===== src/rtl/pattern_tx.sv =====
// pattern_tx: serial transmitter for a fixed PAT_W-bit pattern, MSB first,
// repeated repeat_n times with a programmable idle gap between copies.
module pattern_tx #(
    parameter int                PAT_W   = 6,
    parameter logic [PAT_W-1:0]  PATTERN = 6'b101011,
    parameter int                CNT_W   = 8,
    parameter int                GAP_W   = 4
) (
    input  logic             clk,
    input  logic             reset,
    input  logic             start,
    input  logic [CNT_W-1:0] repeat_n,
    input  logic [GAP_W-1:0] gap,
    input  logic             abort,
    output logic             out,
    output logic             out_valid,
    output logic             frame_last,
    output logic             busy,
    output logic             done
);

    localparam int               IDX_W   = (PAT_W > 2) ? $clog2(PAT_W) : 1;
    localparam logic [IDX_W-1:0] IDX_TOP = IDX_W'(PAT_W - 1);
    localparam logic [CNT_W-1:0] REP_ONE = CNT_W'(1);
    localparam logic [GAP_W-1:0] GAP_ONE = GAP_W'(1);

    typedef enum logic [1:0] {
        S_IDLE,
        S_SEND,
        S_GAP,
        S_DONE
    } state_t;

    // r_idx is the index of the pattern bit currently on the line.
    state_t           r_state;
    logic [IDX_W-1:0] r_idx;
    logic [CNT_W-1:0] r_reps;
    logic [GAP_W-1:0] r_gap_len;
    logic [GAP_W-1:0] r_gap_cnt;
    logic             r_out;
    logic             r_valid;
    logic             r_last;
    logic             r_busy;
    logic             r_done;

    state_t           w_state;
    logic [IDX_W-1:0] w_idx;
    logic [CNT_W-1:0] w_reps;
    logic [GAP_W-1:0] w_gap_len;
    logic [GAP_W-1:0] w_gap_cnt;
    logic             w_emit;
    logic             w_out;
    logic             w_valid;
    logic             w_last;
    logic             w_busy;
    logic             w_done;

    // Next-state, counter and registered-output decode.
    always_comb begin
        w_state   = r_state;
        w_idx     = r_idx;
        w_reps    = r_reps;
        w_gap_len = r_gap_len;
        w_gap_cnt = r_gap_cnt;
        w_emit    = 1'b0;
        w_out     = 1'b0;
        w_valid   = 1'b0;
        w_last    = 1'b0;
        w_busy    = 1'b0;
        w_done    = 1'b0;

        unique case (r_state)
            S_IDLE: begin
                if (start && !abort) begin
                    w_state   = S_SEND;
                    w_reps    = (repeat_n == '0) ? REP_ONE : repeat_n;
                    w_gap_len = gap;
                    w_gap_cnt = '0;
                    w_idx     = IDX_TOP;
                    w_emit    = 1'b1;
                end
            end
            S_SEND: begin
                if (abort) begin
                    w_state = S_IDLE;
                end else if (r_idx != '0) begin
                    w_idx  = r_idx - 1'b1;
                    w_emit = 1'b1;
                end else if (r_reps > REP_ONE) begin
                    w_reps = r_reps - 1'b1;
                    if (r_gap_len == '0) begin
                        w_idx  = IDX_TOP;
                        w_emit = 1'b1;
                    end else begin
                        w_state   = S_GAP;
                        w_gap_cnt = r_gap_len;
                        w_busy    = 1'b1;
                    end
                end else begin
                    w_state = S_DONE;
                    w_reps  = r_reps - 1'b1;
                    w_busy  = 1'b1;
                    w_done  = 1'b1;
                end
            end
            S_GAP: begin
                if (abort) begin
                    w_state = S_IDLE;
                end else if (r_gap_cnt <= GAP_ONE) begin
                    w_state   = S_SEND;
                    w_gap_cnt = '0;
                    w_idx     = IDX_TOP;
                    w_emit    = 1'b1;
                end else begin
                    w_gap_cnt = r_gap_cnt - 1'b1;
                    w_busy    = 1'b1;
                end
            end
            S_DONE: begin
                w_state = S_IDLE;
            end
            default: begin
                w_state = S_IDLE;
            end
        endcase

        if (w_emit) begin
            w_out   = PATTERN[w_idx];
            w_valid = 1'b1;
            w_last  = (w_idx == '0);
            w_busy  = 1'b1;
        end
    end

    // State, counters and output registers.
    always_ff @(posedge clk or negedge reset) begin
        if (!reset) begin
            r_state   <= S_IDLE;
            r_idx     <= '0;
            r_reps    <= '0;
            r_gap_len <= '0;
            r_gap_cnt <= '0;
            r_out     <= 1'b0;
            r_valid   <= 1'b0;
            r_last    <= 1'b0;
            r_busy    <= 1'b0;
            r_done    <= 1'b0;
        end else begin
            r_state   <= w_state;
            r_idx     <= w_idx;
            r_reps    <= w_reps;
            r_gap_len <= w_gap_len;
            r_gap_cnt <= w_gap_cnt;
            r_out     <= w_out;
            r_valid   <= w_valid;
            r_last    <= w_last;
            r_busy    <= w_busy;
            r_done    <= w_done;
        end
    end

    assign out        = r_out;
    assign out_valid  = r_valid;
    assign frame_last = r_last;
    assign busy       = r_busy;
    assign done       = r_done;

endmodule

===== config.mk =====
export PLATFORM = sky130hd
export DESIGN_NAME = pattern_tx
export DESIGN_NICKNAME = d
export VERILOG_FILES = /design/src/rtl/pattern_tx.sv
export SDC_FILE = /design/constraint.sdc
export NUM_CORES = 1
export LEC_CHECK = 0
export CAP_MARGIN = 20
export CORE_MARGIN = 8
export CORE_UTILIZATION = 23
export CTS_CLUSTER_SIZE = 16
export DETAILED_ROUTE_END_ITERATION = 6
export PLACE_DENSITY_LB_ADDON = 0.15
export SYNTH_ARGS = -nofsm -noshare
export SYNTH_HDL_FRONTEND = slang
export SYNTH_SLANG_ARGS = --single-unit

===== constraint.sdc =====
create_clock -name clk -period 1.8 [get_ports clk]
set_clock_uncertainty 0.05 [all_clocks]
set_input_delay 0.36 -clock clk [delete_from_list [all_inputs] [get_ports clk]]
set_output_delay 0.36 -clock clk [all_outputs]
set_load 0.02 [all_outputs]

==> run metrics <==
Core ar.=0.00725 mm²; number of sinks on the clock net=26; Post-synth EDFFs=0; total DRC errors in the routed layout=0; Vias=1704; Mapped Avg Cell Area=9.39 µm²; worst hold slack=0.405 ns; leading area contributor after synthesis=sky130_fd_sc_hd__dfrtp_1; reported max-cap violation count=0; Final HPWL DP=3.76 mm; TritonRoute pass-1 iters=4; iteration-0 DRC count of the detailed router=34; synthesized cell area=0.00172 mm²; Net Switching=2.15 mW; clock-pin slew reported for the worst setup and hold paths after clock tree synthesis=0.10 ns; Post-Synthesis Cells=183; Top Ports=21; violations in the final reports=setup timing; number of non-filler instances in the completed layout=371; HP Class=input pin to asynchronous set/reset pin; total congestion overflow after global routing=0; power per standard cell area=1790 mW/mm²; final routed wire length divided by cell count=14.0 µm; design area=0.00285 mm²; portion of the post-synthesis area used by sequential elements=37.9%; fraction of synthesis flops using an asynchronous set or reset pin=100%; kind of critical path=register to register; Rows=31; first-pass GRT wire length=8.39 mm; die height=102 µm; number of setup violations in the final report=10; Req. time, crit path=1.91 ns; Achievable Freq=507 MHz; reported leakage power=1.20 nW; fraction of met1 tracks used by global routing=12.6%; post-route core utilization=39.3%; TNS Setup=-0.792 ns; maximum number of pins on one net before global-route repair=27; critical path peak fanout=6; die area=0.0105 mm²; share of total power in sequential cells=19.9%; layout overhead on the synthesized area=65.9%; antenna violations before repair=0; transition time of the tightest slew-check pin=0.356 ns; worst ir drop on vdd=0.524 mV; internal power summed over all cells=2.96 mW; number of vias per cell after detailed routing=4.59; Inst Count DP=355; dominant cell by count in the synthesized netlist=sky130_fd_sc_hd__dfrtp_1; Clk network pwr share=8.0%; setup slack after layout=-0.172 ns; clock buffers created by TritonCTS=3; fin crit period=1.97 ns; met2 Use GR=17.0%; deepest clock path buffer count=2; hold buffer count at CTS=0; global placer's final weighted congestion=0.776; H-Tree Level Count=1; overall power after layout=5.10 mW; result of the run=finished, violations left; Global Route Usage Sum=10.1%; kind of start point of the critical path=register; final worst-path cycle share=110%; # nets final=299; share of final-layout standard cells stronger than drive strength 1=46.7%; kind of end point of the critical path=register; PortBufs=20; number of different library cells in the post-synthesis netlist=52; reg-to-reg slack, setup=-0.17 ns; cell area after placement=0.00250 mm²; CP arrival=2.08 ns; sum of routed wire length over all layers=5.19 mm; met3 Track Usage GR=1.50%; DIE WIDTH=102 µm; cell types with the largest area share after synthesis=sky130_fd_sc_hd__dfrtp_1 38%, sky130_fd_sc_hd__ha_1 7.3%, sky130_fd_sc_hd__inv_1 3.3%; Starting Density=23.7%; commonest register cell after synthesis=sky130_fd_sc_hd__dfrtp_1; number of global-route vias before repair=1741; number of max-slew violations in the final report=0; clock root cell=sky130_fd_sc_hd__clkbuf_8; nets in the synthesized netlist=209; commonest cells in the synthesized netlist=26 x sky130_fd_sc_hd__dfrtp_1, 15 x sky130_fd_sc_hd__inv_1, 13 x sky130_fd_sc_hd__nor2_1; Max-slew headroom=76.2%; antenna fix cells=0; Most Used Layer, Global Route=met2; Comb power frac=72.1%; cells on worst reg2reg path=5; clock latency on the worst-skew pair=0.28 ns; TritonCTS clock tree=built; proportion of total power due to net switching=42.1%; setup slack at placement=-0.359 ns; final-report hold violation count=0; top cell type's share of synthesized area=37.9%; warning count from the yosys run=0; number of routed nets with antenna violations=0; synthesis-stage register bit count=26; unrepaired setup endpoints after global routing=true
==> layout make-up <==
cell class                 instances  area (µm²)
tap                               99         124
timing repair buffer              91         746
multi-input combinational        133        1210
clock buffer                       4        55.1
sequential                        26         651
fill                             747        4400
inverter                          18        67.6
==> power groups by stage <==
stage	clock network (mW)	registers (mW)	logic, mW
6_report	0.407	1.01	3.68
5_1_grt	0.446	1.04	4.04
4_1_cts	0.423	1.01	3.22
3_5_place_dp	0	1.02	2.96
3_3_place_gp	0	1.02	2.97
2_1_floorplan	0	1.06	1.59
==> placed cells by master, fill, tap and decap left out, drive strengths merged, types with 6 or more instances in the layout <==
cell           synthesis  final
a21oi                 11     11
buf                    3     71
clkdlybuf4s50          0     20
dfrtp                 26     26
ha                    10     10
inv                   18     18
nand2                  9      9
nor2                  13     13
nor3                   6      6
nor4                   6      6
o21ai                 13     13
o22a                   6      6
==> path summary, 6_finish.rpt <==
path                                                from                       end
worst min register to register    r_state[1]$_DFFE_PN0P_    r_state[1]$_DFFE_PN0P_
worst max-delay path            r_gap_len[0]$_DFFE_PN0P_             out$_DFF_PN0_
worst max register to register  r_gap_len[0]$_DFFE_PN0P_             out$_DFF_PN0_
max in group asynchronous                          reset  r_gap_len[0]$_DFFE_PN0P_
worst min-delay path                               reset     r_reps[0]$_DFFE_PN0P_
min in group clk                  r_state[1]$_DFFE_PN0P_    r_state[1]$_DFFE_PN0P_
==> critical path, cell delays in order, from the launching register on <==
cell and delay (ns):
sky130_fd_sc_hd__dfrtp_1 0.39, sky130_fd_sc_hd__or4_4 0.61, sky130_fd_sc_hd__a31oi_4 0.18, sky130_fd_sc_hd__o211ai_1 0.15, sky130_fd_sc_hd__a221oi_2 0.34, sky130_fd_sc_hd__a211oi_1 0.13
==> logic make-up (layout without fill, tap and decap cells) <==
family / after synthesis / after routing / share of synthesized area [%]
AO/OA/AOI/OAI: 63 / 63 / 27.5
XOR/XNOR: 1 / 1 / 0.510
multiplexers: 4 / 4 / 2.62
buffers and inverters: 24 / 113 / 5.97
flip-flops: 26 / 26 / 37.9
AND/OR/NAND/NOR: 55 / 55 / 18.2
adder cells (fa/ha/maj): 10 / 10 / 7.28
==> routing by layer <==
layer,vias to the layer above,wire (µm)
li1,858,-
met1,820,2450
met2,20,2500
met3,6,142
met4,0,89
met5,-,0
==> registers in the layout (all words and copies together) (netlist names) <==
register and cells:
busy 1, done 1, frame_last 1, out 1, out_valid 1, r_gap_cnt 4, r_gap_len 4, r_idx 3
r_reps 8, r_state 2
==> timing repair <==
action	4_1_cts	5_1_grt
pin swaps	7	4
endpoints found under the setup margin	20	23
resized for setup	15	33
gates cloned	0	1
buffers inserted	8	3
Power figures use the tool's default switching activity.
